==> config.mk <==
export PLATFORM = sky130hd
export DESIGN_NAME = drygascon128_absorb_ctrl_flat
export DESIGN_NICKNAME = d
export VERILOG_FILES = /design/src/rtl/drygascon128_absorb_ctrl_if.sv /design/src/rtl/drygascon128_absorb_ctrl.sv /design/src/flat_wrapper.sv
export SDC_FILE = /design/constraint.sdc
export NUM_CORES = 1
export LEC_CHECK = 0
export BUFFER_PORTS_ARGS = -buffer_cell sky130_fd_sc_hd__buf_2
export CAP_MARGIN = 20
export CORE_MARGIN = 4
export CORE_UTILIZATION = 35
export CTS_BUF_LIST = sky130_fd_sc_hd__clkbuf_8
export CTS_CLUSTER_DIAMETER = 120
export DETAILED_ROUTE_END_ITERATION = 10
export GPL_ROUTABILITY_DRIVEN = 0
export PLACE_DENSITY = 0.61
export RECOVER_POWER = 100
export REMOVE_ABC_BUFFERS = 1
export SYNTH_ARGS = -nofsm -noshare
export SYNTH_HDL_FRONTEND = slang
export SYNTH_SLANG_ARGS = --single-unit
==> constraint.sdc <==
create_clock -name clk -period 4.6 [get_ports clk]
set_input_delay 0 -clock clk [delete_from_list [all_inputs] [get_ports clk]]
set_output_delay 0 -clock clk [all_outputs]
set_load 0.05 [all_outputs]
==> src/rtl/drygascon128_absorb_ctrl_if.sv <==
// Bundle between the drygascon128 absorb sequencer, its message source/sink and the F/G core.
// The master modport is the sequencer side; slave is the environment (source, sink and core).
interface drygascon128_absorb_ctrl_if;
  logic [1:0]  cfg_domain;
  logic [31:0] s_data;
  logic [2:0]  s_bytes;
  logic        s_last;
  logic        s_valid;
  logic        s_ready;
  logic [31:0] m_data;
  logic        m_last;
  logic        m_valid;
  logic        m_ready;
  logic [31:0] core_din;
  logic [3:0]  core_ds;
  logic        core_wr_i;
  logic [3:0]  core_rounds;
  logic        core_start;
  logic        core_rd_r;
  logic [31:0] core_dout;
  logic        core_idle;
  logic        core_rst;
  logic        core_clk_en;
  logic        core_wr_c;
  logic        core_wr_x;
  logic        core_rd_c;
  logic        busy;

  modport master (
    input  cfg_domain, s_data, s_bytes, s_last, s_valid, m_ready, core_dout, core_idle,
    output s_ready, m_data, m_last, m_valid, core_din, core_ds, core_wr_i, core_rounds,
    output core_start, core_rd_r, core_rst, core_clk_en, core_wr_c, core_wr_x, core_rd_c, busy
  );

  modport slave (
    output cfg_domain, s_data, s_bytes, s_last, s_valid, m_ready, core_dout, core_idle,
    input  s_ready, m_data, m_last, m_valid, core_din, core_ds, core_wr_i, core_rounds,
    input  core_start, core_rd_r, core_rst, core_clk_en, core_wr_c, core_wr_x, core_rd_c, busy
  );
endinterface

==> src/rtl/drygascon128_absorb_ctrl.sv <==
// Message absorb sequencer for the drygascon128 core: packs a 32-bit byte stream into padded
// 128-bit blocks, runs one F call per block and streams the final rate r out as four words.
module drygascon128_absorb_ctrl #(
  parameter logic [3:0] F_ROUNDS = 4'd7
) (
  input logic clk,
  input logic rst,
  drygascon128_absorb_ctrl_if.master bus
);

  typedef enum logic [2:0] {FILL, WRITE, START, WAIT, BUSY, READ, OUT} state_t;

  state_t           state_q;
  logic [3:0][31:0] buf_q;
  logic [3:0][31:0] obuf_q;
  logic [1:0]       idx_q;
  logic [1:0]       wcnt_q;
  logic [1:0]       ocnt_q;
  logic [1:0]       kcnt_q;
  logic             cap_q;
  logic             final_q;
  logic [1:0]       dom_q;
  logic             msg_start_q;

  logic             s_ready_q;
  logic             m_valid_q;
  logic             m_last_q;
  logic [31:0]      m_data_q;
  logic [31:0]      din_q;
  logic [3:0]       ds_q;
  logic             wr_q;
  logic             start_q;
  logic             rd_q;

  logic [2:0]       eff_bytes_d;
  logic             pad_d;
  logic             spill_pad_d;
  logic             blk_done_d;
  logic [1:0]       dom_d;
  logic [31:0]      tail_word_d;
  logic [3:0][31:0] blk_d;
  logic             accept_d;

  // Non-final words always count as full; s_bytes only matters on the last word.
  assign eff_bytes_d = (bus.s_last && (bus.s_bytes < 3'd4)) ? bus.s_bytes : 3'd4;
  assign pad_d       = bus.s_last && ((eff_bytes_d != 3'd4) || (idx_q != 2'd3));
  assign spill_pad_d = bus.s_last && (eff_bytes_d == 3'd4) && (idx_q != 2'd3);
  assign blk_done_d  = (idx_q == 2'd3) || bus.s_last;
  assign dom_d       = msg_start_q ? bus.cfg_domain : dom_q;
  assign accept_d    = bus.s_valid && s_ready_q;

  for (genvar gi = 0; gi < 4; gi++) begin : g_byte
    localparam logic [2:0] BI = 3'(gi);
    assign tail_word_d[8*gi +: 8] = (BI < eff_bytes_d) ? bus.s_data[8*gi +: 8] :
                                    (BI == eff_bytes_d) ? 8'h01 : 8'h00;
  end

  // Block as it would look after this accept: earlier words kept, pad inserted, tail zeroed.
  for (genvar gi = 0; gi < 4; gi++) begin : g_word
    localparam logic [1:0] WI = 2'(gi);
    assign blk_d[gi] = (WI < idx_q)  ? buf_q[gi] :
                       (WI == idx_q) ? tail_word_d :
                       (spill_pad_d && (WI == idx_q + 2'd1)) ? 32'h0000_0001 : 32'h0;
  end

  always_ff @(posedge clk) begin
    if (rst) begin
      state_q     <= FILL;
      buf_q       <= '0;
      obuf_q      <= '0;
      idx_q       <= 2'd0;
      wcnt_q      <= 2'd0;
      ocnt_q      <= 2'd0;
      kcnt_q      <= 2'd0;
      cap_q       <= 1'b0;
      final_q     <= 1'b0;
      dom_q       <= 2'd0;
      msg_start_q <= 1'b1;
      s_ready_q   <= 1'b1;
      m_valid_q   <= 1'b0;
      m_last_q    <= 1'b0;
      m_data_q    <= 32'h0;
      din_q       <= 32'h0;
      ds_q        <= 4'h0;
      wr_q        <= 1'b0;
      start_q     <= 1'b0;
      rd_q        <= 1'b0;
    end else begin
      // core_dout is valid one cycle after each rd_r pulse.
      cap_q <= rd_q;
      if (cap_q) begin
        obuf_q[ocnt_q] <= bus.core_dout;
        ocnt_q         <= ocnt_q + 2'd1;
      end

      case (state_q)
        FILL: begin
          if (accept_d) begin
            buf_q <= blk_d;
            if (msg_start_q) begin
              dom_q       <= bus.cfg_domain;
              msg_start_q <= 1'b0;
            end
            if (blk_done_d) begin
              s_ready_q <= 1'b0;
              wr_q      <= 1'b1;
              din_q     <= blk_d[0];
              ds_q      <= {dom_d, bus.s_last, pad_d};
              final_q   <= bus.s_last;
              wcnt_q    <= 2'd1;
              state_q   <= WRITE;
            end else begin
              idx_q <= idx_q + 2'd1;
            end
          end
        end
        WRITE: begin
          if (wcnt_q == 2'd0) begin
            wr_q    <= 1'b0;
            start_q <= 1'b1;
            state_q <= START;
          end else begin
            din_q  <= buf_q[wcnt_q];
            wcnt_q <= wcnt_q + 2'd1;
          end
        end
        START: begin
          start_q <= 1'b0;
          state_q <= WAIT;
        end
        WAIT: state_q <= BUSY;
        BUSY: begin
          if (bus.core_idle) begin
            if (final_q) begin
              rd_q    <= 1'b1;
              wcnt_q  <= 2'd1;
              ocnt_q  <= 2'd0;
              state_q <= READ;
            end else begin
              idx_q     <= 2'd0;
              s_ready_q <= 1'b1;
              state_q   <= FILL;
            end
          end
        end
        READ: begin
          if (rd_q) begin
            if (wcnt_q == 2'd0) rd_q <= 1'b0;
            else                wcnt_q <= wcnt_q + 2'd1;
          end
          // Word 0 was captured three cycles earlier, so it can be presented now.
          if (cap_q && (ocnt_q == 2'd3)) begin
            m_valid_q <= 1'b1;
            m_data_q  <= obuf_q[0];
            m_last_q  <= 1'b0;
            kcnt_q    <= 2'd0;
            state_q   <= OUT;
          end
        end
        OUT: begin
          if (bus.m_ready) begin
            if (kcnt_q == 2'd3) begin
              m_valid_q   <= 1'b0;
              m_last_q    <= 1'b0;
              idx_q       <= 2'd0;
              s_ready_q   <= 1'b1;
              msg_start_q <= 1'b1;
              state_q     <= FILL;
            end else begin
              kcnt_q   <= kcnt_q + 2'd1;
              m_data_q <= obuf_q[kcnt_q + 2'd1];
              m_last_q <= (kcnt_q == 2'd2);
            end
          end
        end
        default: state_q <= FILL;
      endcase
    end
  end

  assign bus.s_ready     = s_ready_q;
  assign bus.m_valid     = m_valid_q;
  assign bus.m_last      = m_last_q;
  assign bus.m_data      = m_data_q;
  assign bus.core_din    = din_q;
  assign bus.core_ds     = ds_q;
  assign bus.core_wr_i   = wr_q;
  assign bus.core_start  = start_q;
  assign bus.core_rd_r   = rd_q;
  assign bus.core_rounds = F_ROUNDS;
  assign bus.core_rst    = rst;
  assign bus.core_clk_en = 1'b1;
  assign bus.core_wr_c   = 1'b0;
  assign bus.core_wr_x   = 1'b0;
  assign bus.core_rd_c   = 1'b0;
  assign bus.busy        = !((state_q == FILL) && (idx_q == 2'd0));

endmodule
==> src/flat_wrapper.sv <==
// flat-port wrapper written by rule: the top's interface ports become plain ports
module drygascon128_absorb_ctrl_flat 
#(
  parameter logic [3:0] F_ROUNDS = 4'd7
)
  (clk, rst, bus_cfg_domain, bus_s_data, bus_s_bytes, bus_s_last, bus_s_valid, bus_m_ready, bus_core_dout, bus_core_idle, bus_s_ready, bus_m_data, bus_m_last, bus_m_valid, bus_core_din, bus_core_ds, bus_core_wr_i, bus_core_rounds, bus_core_start, bus_core_rd_r, bus_core_rst, bus_core_clk_en, bus_core_wr_c, bus_core_wr_x, bus_core_rd_c, bus_busy);
  drygascon128_absorb_ctrl_if bus_i ();
  input logic clk;
  input logic rst;
  input wire logic [$bits(bus_i.cfg_domain)-1:0] bus_cfg_domain;
  input wire logic [$bits(bus_i.s_data)-1:0] bus_s_data;
  input wire logic [$bits(bus_i.s_bytes)-1:0] bus_s_bytes;
  input wire logic [$bits(bus_i.s_last)-1:0] bus_s_last;
  input wire logic [$bits(bus_i.s_valid)-1:0] bus_s_valid;
  input wire logic [$bits(bus_i.m_ready)-1:0] bus_m_ready;
  input wire logic [$bits(bus_i.core_dout)-1:0] bus_core_dout;
  input wire logic [$bits(bus_i.core_idle)-1:0] bus_core_idle;
  output wire logic [$bits(bus_i.s_ready)-1:0] bus_s_ready;
  output wire logic [$bits(bus_i.m_data)-1:0] bus_m_data;
  output wire logic [$bits(bus_i.m_last)-1:0] bus_m_last;
  output wire logic [$bits(bus_i.m_valid)-1:0] bus_m_valid;
  output wire logic [$bits(bus_i.core_din)-1:0] bus_core_din;
  output wire logic [$bits(bus_i.core_ds)-1:0] bus_core_ds;
  output wire logic [$bits(bus_i.core_wr_i)-1:0] bus_core_wr_i;
  output wire logic [$bits(bus_i.core_rounds)-1:0] bus_core_rounds;
  output wire logic [$bits(bus_i.core_start)-1:0] bus_core_start;
  output wire logic [$bits(bus_i.core_rd_r)-1:0] bus_core_rd_r;
  output wire logic [$bits(bus_i.core_rst)-1:0] bus_core_rst;
  output wire logic [$bits(bus_i.core_clk_en)-1:0] bus_core_clk_en;
  output wire logic [$bits(bus_i.core_wr_c)-1:0] bus_core_wr_c;
  output wire logic [$bits(bus_i.core_wr_x)-1:0] bus_core_wr_x;
  output wire logic [$bits(bus_i.core_rd_c)-1:0] bus_core_rd_c;
  output wire logic [$bits(bus_i.busy)-1:0] bus_busy;
  assign bus_i.cfg_domain = bus_cfg_domain;
  assign bus_i.s_data = bus_s_data;
  assign bus_i.s_bytes = bus_s_bytes;
  assign bus_i.s_last = bus_s_last;
  assign bus_i.s_valid = bus_s_valid;
  assign bus_i.m_ready = bus_m_ready;
  assign bus_i.core_dout = bus_core_dout;
  assign bus_i.core_idle = bus_core_idle;
  assign bus_s_ready = bus_i.s_ready;
  assign bus_m_data = bus_i.m_data;
  assign bus_m_last = bus_i.m_last;
  assign bus_m_valid = bus_i.m_valid;
  assign bus_core_din = bus_i.core_din;
  assign bus_core_ds = bus_i.core_ds;
  assign bus_core_wr_i = bus_i.core_wr_i;
  assign bus_core_rounds = bus_i.core_rounds;
  assign bus_core_start = bus_i.core_start;
  assign bus_core_rd_r = bus_i.core_rd_r;
  assign bus_core_rst = bus_i.core_rst;
  assign bus_core_clk_en = bus_i.core_clk_en;
  assign bus_core_wr_c = bus_i.core_wr_c;
  assign bus_core_wr_x = bus_i.core_wr_x;
  assign bus_core_rd_c = bus_i.core_rd_c;
  assign bus_busy = bus_i.busy;
  drygascon128_absorb_ctrl #(.F_ROUNDS(F_ROUNDS)) u_core (.clk(clk), .rst(rst), .bus(bus_i));
endmodule
==> results.toml, run 1 <==
[status]
status = "finished with violations"
violations = "max-capacitance violations, max-slew violations"

[routing]
wl_per_cell_um = 18.5
drt-total-wl_mm = 47.6
ant_nets = 0
viasPerCell = 5.40
vias = 13900
drt-pass1-iter-count = 8
drtIter0Drc = 1176
drc = 0

[yosys]
muxShareOfSynthArea = 0.0997
yosysTopAreaCellShare = 0.447
synth.area.top_cells = "dfxtp_1, nand2_1, a21oi_1"
syn_area_um2 = 15500
synthAdderAreaFrac = 0.0105
ys_seq_elements = 345
yosys.area.top_type = "dfxtp_1"
yosysMostFrequentCell = "nand2_1"
synth-compound-area-share = 0.186
synth_flop_cell = "dfxtp_1"
yosysUniqueCellTypes = 72
ys_seq_area_frac = 0.447
async_reset_ff_frac = 0
synth_edf_count = 0
avgSynthCellArea_um2 = 8.58
yosysWarnings = 0
synth_xor_area_frac = 0.000567
synth_top_family_by_area = "simple AND/OR/NAND/NOR gates"
synth_common_cells = "nand2_1, dfxtp_1, a21oi_1"
synthCells = 1801
yosys.area_share.simple = 0.200

[global_routing]
first_global_vias = 13900
grt_start_max_net_pins = 117
grt-ovfl-total = 0
grt_pass1_wl_mm = 76.0
grt_usage = 0.196
antenna_found_initial = 4

[die]
rows = 76
core_area_um2 = 43400
dieArea_um2 = 47600
die_w_um = 218
initial_core_util = 0.356
io_pins = 159
die_h_um = 218

[sta]
clock.fmax_ghz = 0.279
clock_skew_ns = 0.0336
final_max_slew_viol_count = 226
worstMarginPinSlew_ns = 2.55
setup_ws_ns = 1.01
fin_tns_setup_ns = 0
rsz0062_at_grt = "no"
timing_hold_violations_final = 0
period_share = 0.780
finalCriticalPeriod_ns = 3.59
relSlewSlack = -0.703
finalSetupViolCount = 0

[power_and_ir_drop]
power.leakage_nw = 6.45
finalPower_mw = 9.31
power_density_nw_per_um2 = 511
ir_drop_v = 0.000266

[worst_setup_path]
crit_family = "simple AND/OR/NAND/NOR gates"
crit_path_cell_trace = "nor3_1 > nand3_1 > clkbuf_1 > nand2_1 > a21oi_1"
endpoint_kind = "flip-flop"
critPathMaxStageDelay_ns = 1.10
r2r_slack_ns = 1.01
path_max_fanout = 21
critPathSlowestCell = "nor3_1"
r2r_cells = 5
r2r_end = "u_core.buf_q[91]$_SDFFE_PP0P_"
startpoint_type = "flip-flop"
cp.arrival_ns = 4.09
setup.worst_path.class = "reg -> reg"
worstReg2RegStart = "u_core.state_q[2]$_SDFFE_PP0P_"
cp_num_buf_inv = 1
crit_required_ns = 5.11

[clock_network]
cts_root_buf = "clkbuf_8"
post-cts-setup-buffers = 0
clk_path_buf_depth = 3
cts_tree = "built"
cts_made_buffers = 58
clock_latency_ns = 0.65
cts.sinks = 345
hold_buffers = 75
ctsResizeCount = 0
htree_num_levels = 2
path_clk_slew_ns = 0.06

[layout]
drive_gt1_frac = 0.133
area_growth_pct = 17.8
nets = 2030
fillCellCount = 4384

[placed_design]
io_buffers = 150
dp_slack_ns = 1.46
detailed_place_hpwl_mm = 27.9

[run]
max_cap_viol_count = 4

[min_path]
whs_endpoint = "u_core.dom_q[1]$_SDFFE_PP0P_"
hold_class = "in -> reg"
hold_depth = 4
min_from = "bus_cfg_domain[1]"
-- layer usage --
layer / wire [um] / vias up / global-route usage
met4: 1030 / 2 / 0.0636
met5: 13 / - / 0
met1: 20200 / 6731 / 0.252
met2: 23000 / 493 / 0.334
li1: - / 6626 / -
met3: 3350 / 75 / 0.0343
-- through the flow --
step	std cells	instance area [um^2]	util	hold slack (ns)
after floorplan	1627	14700	-	0
after global placement	2390	16400	0.379	0.274
after detailed placement	2390	16400	0.379	0.279
after CTS	2572	18400	0.424	0.147
after global routing	2577	18200	0.420	0.175
final	2577	18200	0.420	0.199
-- kinds of logic after synthesis --
kind of cell	count (synthesis)
xor+xnor	1
buf+inv	195
flops	345
simple gates	706
other cells	2
fa+ha+maj	13
mux	90
compound gates	449
-- tightest hold or removal path, delay by kind of cell --
kind / cells / cell delay, ns
buffers and inverters: 2 / 0.67
AND/OR/NAND/NOR: 1 / 0.07
AO/OA/AOI/OAI: 1 / 0.06
-- layout by cell type, fill, tap and decap left out, types with 8 or more instances in the layout --
cell | synthesis | final
clkbuf_1 | 115 | 77
a311oi_1 | 9 | 9
or3_1 | 10 | 10
nor3_1 | 11 | 12
o211ai_1 | 4 | 10
a221oi_1 | 8 | 8
dfxtp_1 | 345 | 343
inv_1 | 14 | 35
nand2_1 | 421 | 420
nand4_1 | 37 | 37
nor2b_1 | 8 | 8
nand3_1 | 72 | 72
nor2_1 | 93 | 94
conb_1 | 2 | 8
dlygate4sd3_1 | 0 | 75
o221ai_1 | 13 | 20
a2bb2oi_1 | 14 | 14
a21oi_1 | 279 | 279
nand2b_1 | 9 | 9
a21o_1 | 8 | 8
mux4_2 | 51 | 51
a22oi_1 | 24 | 24
clkbuf_8 | 0 | 79
a211oi_1 | 34 | 34
buf_4 | 12 | 22
buf_2 | 43 | 73
and3_1 | 9 | 9
ha_1 | 13 | 13
mux2i_1 | 37 | 37
-- cell type report --
| cell class | instances | area (um^2) | area share |
|---|---|---|---|
| multi-input combinational | 1267 | 7650 | 0.420 |
| sequential | 345 | 6910 | 0.379 |
| timing repair buffer | 255 | 1660 | 0.0909 |
| clock buffer | 79 | 1090 | 0.0597 |
| tap | 585 | 732 | 0.0402 |
| clock inverter | 28 | 116 | 0.00639 |
| inverter | 15 | 56.3 | 0.00309 |
| antenna | 3 | 7.51 | 0.000412 |
-- state kept, by name (all words and copies together) (netlist names), 2 cells and up --
register / flops
u_core.bus.m_data: 32
u_core.buf_q: 128
u_core.kcnt_q: 2
u_core.dom_q: 2
u_core.bus.core_din: 32
u_core.state_q: 3
u_core.ocnt_q: 2
u_core.wcnt_q: 2
u_core.obuf_q: 128
u_core.idx_q: 2
u_core.bus.core_ds: 4
-- worst max-delay path by stage --
| stage | startpoint | end | slack, ns | depth (start not counted) |
|---|---|---|---|---|
| 4_1_cts | u_core.kcnt_q[0]$_SDFFE_PP0P_ | u_core.bus.m_data[18]$_SDFFE_PP0P_ | 1.43 | 6 |
| 5_1_grt | u_core.kcnt_q[0]$_SDFFE_PP0P_ | u_core.bus.m_data[8]$_SDFFE_PP0P_ | 0.67 | 8 |
| 6_report | u_core.state_q[2]$_SDFFE_PP0P_ | u_core.buf_q[91]$_SDFFE_PP0P_ | 1.01 | 5 |
| 3_5_place_dp | u_core.kcnt_q[0]$_SDFFE_PP0P_ | u_core.bus.m_data[18]$_SDFFE_PP0P_ | 1.46 | 6 |
| 3_3_place_gp | u_core.kcnt_q[0]$_SDFFE_PP0P_ | u_core.bus.m_data[18]$_SDFFE_PP0P_ | 1.48 | 6 |
| 2_1_floorplan | u_core.idx_q[1]$_SDFFE_PP0P_ | u_core.buf_q[1]$_SDFFE_PP0P_ | 0.64 | 6 |
-- where the power goes --
group | internal [mW] | total, mW | switching [mW]
combinational | 0.866 | 2.99 | 2.13
clock | 1.52 | 2.78 | 1.26
sequential | 3.26 | 3.54 | 0.274
Note: power is estimated with default switching activity, not from simulation.
==> inputs of run 2 (changes only) <==
PLACE_DENSITY = 0.63   (was 0.61)
clock period = 2.96 ns   (was 4.6 ns; I/O delays follow)
==> results.toml, run 2 (synthesis gave the netlist of run 1 again) <==
[power_and_ir_drop]
switchingPower_mw = 5.71
finalPower_mw = 14.4
switching_share = 0.398
power_density_nw_per_um2 = 786
power_frac_comb = 0.341
internal_power_mw = 8.66
ir_drop_v = 0.000466
power.leakage_nw = 6.50
clkPwrFrac = 0.283
p_seq_frac = 0.376

[placed_design]
detailed_place_hpwl_mm = 28.5
dp_slack_ns = 0.675
dpl_cell_area_um2 = 16700
io_buffers = 150

[min_path]
hold_class = "in -> reg"
whs_endpoint = "u_core.obuf_q[99]$_SDFFE_PP0N_"
min_from = "bus_core_dout[3]"
hold_depth = 4

[worst_setup_path]
r2r_slack_ns = 0.39
startpoint_type = "flip-flop"
crit_required_ns = 3.35
endpoint_kind = "flip-flop"
worstReg2RegStart = "u_core.wcnt_q[0]$_SDFFE_PP0P_"
r2r_cells = 4
path_max_fanout = 16
r2r_end = "u_core.bus.core_din[18]$_SDFFE_PP0P_"
cp.arrival_ns = 2.97
setup.worst_path.class = "reg -> reg"

[routing]
drt-pass1-iter-count = 6
wl_per_cell_um = 18.7
drt-total-wl_mm = 48.3
vias = 14000
ant_nets = 0
drc = 0
drtIter0Drc = 1129
viasPerCell = 5.41

[status]
violations = "max-capacitance violations, max-slew violations"
status = "finished with violations"

[sta]
clock.fmax_ghz = 0.389
final_max_slew_viol_count = 189
rsz0062_at_grt = "no"
setup_ws_ns = 0.387
worstMarginPinSlew_ns = 1.95
finalCriticalPeriod_ns = 2.57
timing_hold_violations_final = 0
finalSetupViolCount = 0
relSlewSlack = -0.301
period_share = 0.869
whs_ns = 0.227
clock_skew_ns = 0.0239

[layout]
fin_area_um2 = 18300
utilization = 0.422
final_cell_mix = "nand2_1, dfxtp_1, a21oi_1"
nets = 2048
drive_gt1_frac = 0.136
final_common_cell = "nand2_1"
top_regs = "u_core.buf_q (128), u_core.obuf_q (128)"
area_growth_pct = 18.2

[die]
die_h_um = 218
dieArea_um2 = 47600
io_pins = 159
die_w_um = 218
initial_core_util = 0.356
core_area_um2 = 43400
rows = 76

[clock_network]
htree_num_levels = 2
cts_tree = "built"
cts.sinks = 345
clk_path_buf_depth = 3
clock_latency_ns = 0.59
cts_root_buf = "clkbuf_8"
path_clk_slew_ns = 0.07
post-cts-setup-buffers = 0
cts_made_buffers = 56

[run]
max_cap_viol_count = 2

[global_routing]
grt-ovfl-total = 0
antenna_found_initial = 1
first_global_vias = 14000
grt_usage = 0.196
grt_start_max_net_pins = 157
grt_pass1_wl_mm = 75.8
## run 2: cell count changes in the layout (fill, tap and decap cells not counted), sizes merged
cell	change
inv	-2
clkinvlp	-1
clkinv	+2
dlygate4sd3	-1
clkbuf	-2
diode	-1
buf	+16
## run 2: final cells by class
class,instances,area [um^2]
inverters,15,56.3
repair buffers,275,1840
well taps,585,732
multi-input cells,1267,7630
flip-flops and latches,345,6910
diodes,2,5.00
fillers,4409,25100
clock inverters,27,115
clock buffers,72,991
## run 2: metrics by stage
step / TNS, ns / std cells
final: 0 / 2588
after global routing: 0 / 2587
after CTS: 0 / 2586
after detailed placement: 0 / 2413
after global placement: 0 / 2413
after floorplan: -47.46 / 1627
## run 2: how the worst max path moves through the flow
stage | start | to | cells past startpoint
global route | u_core.state_q[2]$_SDFFE_PP0P_ | u_core.buf_q[22]$_SDFFE_PP0P_ | 6
CTS | u_core.state_q[2]$_SDFFE_PP0P_ | u_core.bus.core_ds[0]$_SDFFE_PP0P_ | 6
floorplan | u_core.idx_q[1]$_SDFFE_PP0P_ | u_core.buf_q[1]$_SDFFE_PP0P_ | 6
detailed placement | u_core.state_q[2]$_SDFFE_PP0P_ | u_core.bus.core_din[0]$_SDFFE_PP0P_ | 4
finish | u_core.wcnt_q[0]$_SDFFE_PP0P_ | u_core.bus.core_din[18]$_SDFFE_PP0P_ | 4
global placement | u_core.state_q[2]$_SDFFE_PP0P_ | u_core.bus.core_din[0]$_SDFFE_PP0P_ | 4
## run 2: worst max-delay path, cell delays in order (launching register included)
cell      delay, ns
dfxtp_1        0.87
clkbuf_2       0.64
mux4_2         0.59
o221ai_2       0.17
a21oi_1        0.08
## run 2: per-layer routing
layer | vias up | GRT usage | share of wire
met1 | 6733 | 0.252 | 0.42
li1 | 6654 | - | -
met4 | 0 | 0.0514 | 0.020
met2 | 540 | 0.341 | 0.49
met5 | - | 0 | 0
met3 | 86 | 0.0356 | 0.072
## run 2: repair_timing
item	CTS	global route
hold buffers	74	0
resized for setup	0	0
endpoints found under the hold margin	298	0
## run 2: power by group through the flow
| stage | clock network (mW) | logic, mW | registers (mW) |
|---|---|---|---|
| after global placement | 0 | 4.93 | 5.47 |
| after detailed placement | 0 | 5.00 | 5.49 |
| after floorplan | 0 | 2.42 | 6.12 |
| final | 4.07 | 4.90 | 5.40 |
| after CTS | 4.16 | 5.10 | 5.39 |
| after global routing | 4.38 | 5.24 | 5.45 |
